### src/rtl/instruction_fetch.sv
// Instruction-fetch stage: owns the PC, fetches over req/gnt + rvalid.
// Optional perf counters enabled by defining IF_PERF_CNT_EN.
module instruction_fetch #(
    parameter logic [31:0] RESET_PC = 32'h0000_0000,
    parameter logic [31:0] NOP_INSN = 32'h0000_0013
) (
    input  logic        clk,
    input  logic        rst,
    output logic        imem_req,
    output logic [31:0] imem_addr,
    input  logic        imem_gnt,
    input  logic        imem_rvalid,
    input  logic [31:0] imem_rdata,
    input  logic        jump_flag_ex,
    input  logic [31:0] jump_address_ex,
    output logic [31:0] instruction,
    output logic [31:0] instruction_address,
    output logic        pre_jump_flag_id
`ifdef IF_PERF_CNT_EN
    ,
    output logic [31:0] fetch_count,
    output logic [31:0] bubble_count
`endif
);

    typedef enum logic [1:0] {
        IDLE    = 2'd0,
        REQ     = 2'd1,
        WAIT    = 2'd2,
        DISCARD = 2'd3
    } state_t;

    state_t      r_state;
    logic [31:0] r_pc;
    logic        r_req;
    logic [31:0] r_insn;
    logic [31:0] r_iaddr;
    logic        r_dlv;
    logic [31:0] w_tgt;

    assign w_tgt               = jump_address_ex & ~32'h3;
    assign imem_req            = r_req;
    assign imem_addr           = r_pc & ~32'h3;
    assign instruction         = r_insn;
    assign instruction_address = r_iaddr;
    assign pre_jump_flag_id    = jump_flag_ex;

    // Fetch FSM: sequences requests, accepts or drops responses, redirects PC.
    always_ff @(posedge clk or posedge rst) begin
        if (rst) begin
            r_state <= IDLE;
            r_pc    <= RESET_PC;
            r_req   <= 1'b0;
            r_insn  <= NOP_INSN;
            r_iaddr <= 32'h0;
            r_dlv   <= 1'b0;
        end else begin
            r_insn <= NOP_INSN;
            r_dlv  <= 1'b0;
            unique case (r_state)
                IDLE: begin
                    if (jump_flag_ex) r_pc <= w_tgt;
                    r_state <= REQ;
                    r_req   <= 1'b1;
                end
                REQ: begin
                    if (jump_flag_ex) begin
                        r_pc <= w_tgt;
                        if (imem_gnt) begin
                            r_state <= DISCARD;
                            r_req   <= 1'b0;
                        end
                    end else if (imem_gnt) begin
                        r_state <= WAIT;
                        r_req   <= 1'b0;
                    end
                end
                WAIT: begin
                    if (jump_flag_ex) begin
                        r_pc <= w_tgt;
                        if (imem_rvalid) begin
                            r_state <= REQ;
                            r_req   <= 1'b1;
                        end else begin
                            r_state <= DISCARD;
                        end
                    end else if (imem_rvalid) begin
                        r_insn  <= imem_rdata;
                        r_iaddr <= r_pc;
                        r_pc    <= r_pc + 32'd4;
                        r_dlv   <= 1'b1;
                        r_state <= REQ;
                        r_req   <= 1'b1;
                    end
                end
                DISCARD: begin
                    if (jump_flag_ex) r_pc <= w_tgt;
                    if (imem_rvalid) begin
                        r_state <= REQ;
                        r_req   <= 1'b1;
                    end
                end
                default: begin
                    r_state <= IDLE;
                    r_req   <= 1'b0;
                end
            endcase
        end
    end

`ifdef IF_PERF_CNT_EN
    logic [31:0] r_fetch_cnt;
    logic [31:0] r_bubble_cnt;

    assign fetch_count  = r_fetch_cnt;
    assign bubble_count = r_bubble_cnt;

    // Count delivered instructions versus NOP cycles seen by decode.
    always_ff @(posedge clk or posedge rst) begin
        if (rst) begin
            r_fetch_cnt  <= 32'h0;
            r_bubble_cnt <= 32'h0;
        end else if (r_dlv) begin
            r_fetch_cnt  <= r_fetch_cnt + 32'd1;
        end else begin
            r_bubble_cnt <= r_bubble_cnt + 32'd1;
        end
    end
`endif

endmodule

### config.mk
export PLATFORM = sky130hd
export DESIGN_NAME = instruction_fetch
export DESIGN_NICKNAME = d
export VERILOG_FILES = /design/src/rtl/instruction_fetch.sv
export SDC_FILE = /design/constraint.sdc
export NUM_CORES = 1
export LEC_CHECK = 0
export ABC_AREA = 1
export CORE_MARGIN = 1.5
export CORE_UTILIZATION = 35
export DETAILED_ROUTE_END_ITERATION = 10
export PLACE_DENSITY = 0.72
export SLEW_MARGIN = 20
export SYNTH_ARGS = -nofsm -noshare
export SYNTH_HDL_FRONTEND = slang
export SYNTH_SLANG_ARGS = --single-unit
### constraint.sdc
create_clock -name clk -period 5.1 [get_ports clk]
set_clock_uncertainty 0.1 [all_clocks]
set_input_delay 1.02 -clock clk [delete_from_list [all_inputs] [get_ports clk]]
set_output_delay 1.02 -clock clk [all_outputs]
set_load 0.1 [all_outputs]
; ---- Word level (Yosys, flattened, before mapping)
; Index checks and enable logic that the tools add are counted.
[classes]
mux = 17
n_eq_ne = 7
addsub = 1
n_div = 0
shifts = 0
magnitude_cmp = 0
bitwise_logic = 1
multipliers = 0
n_reduce_logical = 6
[ops]
columns = operator, count
row1 = $mux 32, 6
row2 = $pmux 32 s2, 1
row3 = $add 32x3->32 const B, 1
row4 = $mux 2, 6
row5 = $pmux 2 s4, 1
row6 = $eq 2x2->1 const B, 2
row7 = $ne 2x1->1 const B, 2
row8 = $reduce_and 2->1, 2
row9 = $ne 3x3->1 const B, 1
row10 = $pmux 1 s3, 1
row11 = $reduce_and 3->1, 1
row12 = $reduce_or 3->1, 1
row13 = $eq 2x1->1 const B, 1
row14 = $logic_not 2->1, 1
row15 = $mux 1, 2
row16 = $ne 2x2->1 const B, 1
row17 = $reduce_or 2->1, 1
row18 = $not 1->1, 1
[totals]
memories = 0
register_bits = 99
input_bits = 69
latch_bits = 0
mem_bits_rw = 0
rom_bits = 0
elab_cells = 37

; ---- Logic depth before layout (Yosys ltp)
; Gate-level depths: netlist of run 1.
[depth]
ltp_word = 4
ltp_mapped = 10

; ---- Worst setup path after synthesis of run 1
; OpenSTA, ideal clock, no wires.
[synth_path]
path_type = input -> output
from = input jump_flag_ex
to = output pre_jump_flag_id
path_slack_ns = 2.697
path_stages = 1
t_arrival_ns = 1.283
cell_sequence = buf_4
[synth_rtl]
columns = element, line
row1 = "start, declared", 14  ; input logic jump_flag_ex,
row2 = "end, declared", 18  ; output logic pre_jump_flag_id
; No word-level cell between the ends.

; ---- Final worst setup path of run 1
[layout_path]
from = input jump_flag_ex
to = output pre_jump_flag_id
; No word-level cell between the ends.

==> results.ini, run 1 <==
[min_path]
min-delay-path-class=reg -> reg

[global_route]
grtUsageTotal=0.198
first_global_vias=4271
globalRouteOverflowTotal=0
largest_net_degree_at_the_start_of_global_routing=66
grt_antenna_before_repair=0
first_pass_grt_wire_length_mm=21.7

[worst_setup_path]
worst-endpoint-required_ns=3.98
crit_path_end_kind=output pin
worst-endpoint-arrival_ns=2.10
ff2ff_setup_slack_ns=3.00
slowest_stage=clkdlybuf4s50_1
critPathKind=in -> out
ordered_cell_list_for_the_critical_path=clkdlybuf4s50_1 > buf_4 > buf_4
r2r_start=r_state[1]
crit_end=pre_jump_flag_id
cp-start-kind=input pin
slowest_delay_ns=0.49
reg2reg_depth=9
timing.critical_path.from=jump_flag_ex
crit-reg2reg-capture=r_pc[19]
crit_path_frequent_cell=buf_4
critPathMaxFanout=15

[detailed_routing]
total_detailed_routing_wirelength_mm=13.3
detail_route.drc_violations=0
postRouteAntennaNets=0
drt-vias-per-instance=4.71
detail_route.iter0.violations=262
drt_pre_antenna_iters=5
vias=4277
route.detailed.wl_per_inst_um=14.6

[clock_tree]
insertion_delay_ns=0.35
worst_case_clock_buffer_depth=2
max_h_tree_level=3
cts_setup_buffers=0
numCtsBuffers=9
tritoncts=built
worst_setup_hold_path_clk_slew_ns=0.07
tritoncts_sinks=95
cts.repair.resized=0
post_cts_hold_buffer_count=0
clock-root-buffer=clkbuf_16

[pwr]
p_comb_frac=0.513
total_power_w=0.00337
power.density_nw_per_um2=512
power_frac_seq=0.303
cellInternalPower_w=0.00162
power_switching_share=0.519
power.net_switching_w=0.00175
power_leakage_nw=3.09
worst_ir_drop_vdd_v=0.000275
clock_power_share=0.184

[outcome]
outcome=completed

[layout]
diodes=0
fraction_of_layout_instances_using_a_drive_strength_above_1=0.0828
final_nets=803
area.sequential_um2=2380
area_used_by_multi_input_combinational_logic_um2=1820
finish.instance_area_um2=6580
areaGrowthSynthToFinish_pct=42.4
fillCellCount=1186

[floorplan]
floorplan.die.width_um=118
die_height_um=118
floorplan.initialDensity=0.362
die_area_um2=13900
coreArea_um2=12800
std_cell_rows=41
floorplan.io_pins=167

[logic_synthesis]
ys_types=37
synth-main-ff-cell=dfrtp_1
synthXorXnorAreaFrac=0.00379
syn_avg_cell_area_um2=7.98
post_synthesis_adder_cell_area_fraction=0.00271
yosys-mux-area-fraction=0
synth-seq-cells=95
ys_async_sr_fraction=1.00
yosysSeqAreaShare=0.515
post_synth_instance_area_um2=4620
synth_edf_count=0
syn_inst=579
synth_top_family_by_area=simple AND/OR/NAND/NOR gates
synth_simple_gate_area_frac=0.312
synth-compound-area-share=0.0718
synth-warning-count=0

[sta]
period_utilisation_layout=0.630
tns_ns=0
unrepaired_setup_endpoints_after_global_routing=false
setup_slack_ns=1.88
final.min_clock_period_ns=3.22
setup_viol=0
hold_violations=0
worst_slew_pin_slew_ns=1.04
timing.final.max_slew_violations=0
max_freq_mhz=311
fin_hold_ws_ns=0.377
max-slew-margin-rel=0.303

[place]
place_worst_setup_slack_ns=1.69
routabilityCongestion=0.913
postPlaceCellArea_um2=6310
place.port_buffers=160
hpwl_mm=9.82

[run]
max_cap_viol_count=0

-- metal layers --
metal  track usage  vias to the layer above  share of wire
met1         0.260                     1964           0.44
met2         0.312                      201           0.46
met5             0                        -              0
met3        0.0426                       25          0.073
li1              -                     2087              -
met4        0.0945                        0          0.027
-- power groups by stage --
stage                     registers [W]  clock network (W)  logic [W]
after floorplan                 0.00202                  0   0.000305
after global placement          0.00103                  0    0.00172
after detailed placement        0.00103                  0    0.00173
after CTS                       0.00102           0.000640    0.00174
after global routing            0.00104           0.000669    0.00180
final                           0.00102           0.000619    0.00173
-- sequential cells by signal, indices dropped and copies added, names as in the netlist --
signal,count
instruction_address,30
instruction,32
r_state,2
r_pc,30
imem_req,1
-- cells in the final DEF, fill, tap and decap left out, types with 9 or more instances in the layout --
master             n
nor2_4             9
nand2_2            9
nand2_1          167
dfrtp_1           92
nand3_1           34
clkdlybuf4s50_1  159
clkbuf_16          9
o21ai_0           32
inv_1             64
nor2_1            85
-- worst min path at each step --
stage	from	end	cells after the start
CTS	instruction_address[11]	instruction_address[11]	2
floorplan	r_state[0]	r_state[0]	2
global route	instruction_address[11]	instruction_address[11]	2
detailed placement	instruction_address[11]	instruction_address[11]	2
global placement	instruction_address[10]	instruction_address[10]	2
finish	instruction_address[11]	instruction_address[11]	2
-- through the flow --
stage                util  cells
floorplan               -    582
finish              0.515    909
CTS                 0.515    909
global placement    0.494    894
global route        0.515    909
detailed placement  0.494    894
-- layout make-up --
cell class,count,share of cell area
flip-flops and latches,95,0.362
clock inverters,3,0.00304
multi-input cells,393,0.276
clock buffers,12,0.0375
repair buffers,165,0.249
inverters,69,0.0398
well taps,172,0.0327
-- Yosys cell counts, drive strengths merged, types with 2 or more instances --
cell type	count	area (um^2)
xor2	2	17.5
o211ai	2	15.0
buf	21	159
nand3	34	170
nand4	4	25.0
inv	69	259
nand2	178	706
o21ai	38	205
a21oi	5	25.0
nor3	4	25.0
dfrtp	92	2300
nor2	100	458
o22ai	5	31.3
a211oi	2	15.0
nor4	2	12.5
dfstp	3	78.8
or2	6	37.5
clkbuf	4	15.0
-- kinds of logic (layout without fill, tap and decap cells) --
kind of cell	Yosys count	in the layout
compound gates	57	57
other cells	1	4
simple gates	329	329
flops	95	95
buf+inv	94	249
fa+ha+maj	1	1
xor+xnor	2	2
-- critical path: cells and delay by family --
family	cells	cell delay, ns
buffers and inverters	3	1.07
Note: power is estimated with default switching activity, not from simulation.
==> run 2: changes to the inputs <==
- PLACE_DENSITY: 0.72 -> 0.75
- clock period: 5.1 -> 2.7 ns (I/O delays scaled with it)
==> run 2 against run 1 <==
Via count down 2.1%. Worst hold slack better by 0.0010 ns. Sequential share of layout area is 0.86 points higher. Sequential power up 88%. First-iteration DRC count is 13% higher. Flip-flop and latch count did not move. Global-route usage is 0.50 points lower. Critical path depth unchanged. Core utilization fell by 1.2 points. Critical endpoint unchanged. Largest cell class unchanged. Largest power group unchanged. Highest routed layer unchanged.
==> results.ini, run 2 (synthesis results as in run 1) <==
[detailed_routing]
drt_pre_antenna_iters=4  ; -1
drt-vias-per-instance=4.58  ; -2.6%
detail_route.drc_violations=0  ; unchanged
wire_length_the_detailed_router_placed_on_met1_mm=6.00  ; +2.8%
vias=4189  ; -2.1%
total_detailed_routing_wirelength_mm=13.1  ; -1.1%
highest-signal-layer=met4
met2_length_mm=5.82  ; -4.6%
postRouteAntennaNets=0  ; unchanged
route.detailed.wl_per_inst_um=14.3  ; -1.7%
detail_route.iter0.violations=297  ; +13%
dr_wl_met3_mm=1.05  ; +8.4%

[floorplan]
die_height_um=118  ; unchanged
floorplan.die.width_um=118  ; unchanged
die_area_um2=13900  ; unchanged
floorplan.io_pins=167  ; unchanged
floorplan.initialDensity=0.362  ; unchanged
std_cell_rows=41  ; unchanged
coreArea_um2=12800  ; unchanged

[sta]
hold_violations=0  ; unchanged
period_utilisation_layout=0.793
setup_viol=0  ; unchanged
timing.final.max_slew_violations=0  ; unchanged
max-slew-margin-rel=0.657  ; +0.355
worst_slew_pin_slew_ns=0.514  ; -0.529 ns
tns_ns=0  ; unchanged
unrepaired_setup_endpoints_after_global_routing=false
final.min_clock_period_ns=2.14
max_freq_mhz=467

[global_route]
largest_net_degree_at_the_start_of_global_routing=96  ; +45%
grtUsageTotal=0.193  ; -0.00504
first_pass_grt_wire_length_mm=21.1  ; -2.9%
globalRouteOverflowTotal=0  ; unchanged
grt_antenna_before_repair=0  ; unchanged
first_global_vias=3992  ; -6.5%

[pwr]
clock_power_share=0.191  ; +0.007
power_switching_share=0.523  ; +0.00352
p_comb_frac=0.505  ; -0.008
power.density_nw_per_um2=981  ; +92%
worst_ir_drop_vdd_v=0.000457  ; +66%
power_frac_seq=0.304  ; about the same
cellInternalPower_w=0.00301  ; +86%
power_leakage_nw=3.26  ; +5.6%
power.net_switching_w=0.00330  ; +88%

[clock_tree]
clock-root-buffer=clkbuf_16
numCtsBuffers=9  ; unchanged
max_h_tree_level=3  ; unchanged
worst_setup_hold_path_clk_slew_ns=0.06  ; about the same
worst_case_clock_buffer_depth=2  ; unchanged
cts_setup_buffers=0  ; unchanged
insertion_delay_ns=0.34  ; about the same
post_cts_hold_buffer_count=0  ; unchanged
cts.repair.resized=0  ; unchanged
tritoncts_sinks=95  ; unchanged
tritoncts=built

[worst_setup_path]
critPathKind=in -> out
cp-start-kind=input pin
crit_path_end_kind=output pin
critPathMaxFanout=15  ; unchanged
worst-endpoint-required_ns=2.06  ; -1.92 ns
worst-endpoint-arrival_ns=1.50  ; -0.60 ns

[layout]
diodes=0  ; unchanged
fraction_of_layout_instances_using_a_drive_strength_above_1=0.214  ; +0.132
largest_register_ff_count=32  ; unchanged
final_nets=807  ; +0.50%
mostFrequentLayoutCell=nand2_1
fillCellCount=1213  ; +2.3%
areaGrowthSynthToFinish_pct=39.1
layout_common_cells=167 x nand2_1, 100 x buf_4, 92 x dfrtp_1
instances_no_fill=914  ; +0.55%
area.sequential_um2=2380  ; unchanged
area_used_by_multi_input_combinational_logic_um2=1820  ; unchanged

[outcome]
outcome=completed

[place]
hpwl_mm=9.48  ; -3.5%
routabilityCongestion=0.869  ; -4.9%
place.port_buffers=160  ; unchanged
dp.cells=898  ; +0.45%

[run]
max_cap_viol_count=0  ; unchanged

[min_path]
min-delay-path-class=reg -> reg

run 2: per-layer routing:
layer | vias up | track usage
li1 | 2096 | -
met5 | - | 0
met2 | 185 | 0.287
met3 | 12 | 0.0436
met4 | 0 | 0.0770
met1 | 1896 | 0.272
run 2: layout make-up:
type / instances / share of cell area
Inverter: 69 / 0.0409
Multi-Input combinational cell: 393 / 0.283
Tap cell: 172 / 0.0335
Clock buffer: 13 / 0.0405
Clock inverter: 3 / 0.00273
Timing Repair Buffer: 169 / 0.229
Sequential cell: 95 / 0.371
run 2: power by group through the flow:
stage / Combinational, W / Clock, W / Sequential (W)
floorplan: 0.000576 / 0 / 0.00381
global placement: 0.00318 / 0 / 0.00194
detailed placement: 0.00320 / 0 / 0.00195
CTS: 0.00320 / 0.00124 / 0.00192
global route: 0.00333 / 0.00129 / 0.00196
finish: 0.00318 / 0.00120 / 0.00192
run 2: path summary, 6_finish.rpt:
kind | endpoint | cells after the start | slack [ns] | startpoint
worst min register to register | instruction_address[6] | 2 | 0.38 | instruction_address[6]
max in group asynchronous | instruction_address[23] | 3 | 1.52 | rst
worst max register to register | r_pc[24] | 10 | 0.85 | r_pc[3]
min in group asynchronous | instruction[26] | 3 | 0.59 | rst
worst max-delay path | pre_jump_flag_id | 3 | 0.56 | jump_flag_ex
worst min-delay path | instruction_address[6] | 2 | 0.38 | instruction_address[6]
run 2: critical path: stages:
cell             delay [ns]
clkdlybuf4s50_1        0.49
buf_4                  0.25
buf_12                 0.21
run 2: per-stage QoR:
step	util	worst slack, ns	total power [W]	area, um^2	hold slack, ns
after global placement	0.481	0.365	0.00512	6150	0.355
after floorplan	-	0.416	0.00438	4630	0.498
after global routing	0.503	0.512	0.00658	6420	0.396
after detailed placement	0.481	0.332	0.00514	6150	0.363
after CTS	0.503	0.542	0.00637	6420	0.380
final	0.503	0.559	0.00631	6420	0.378
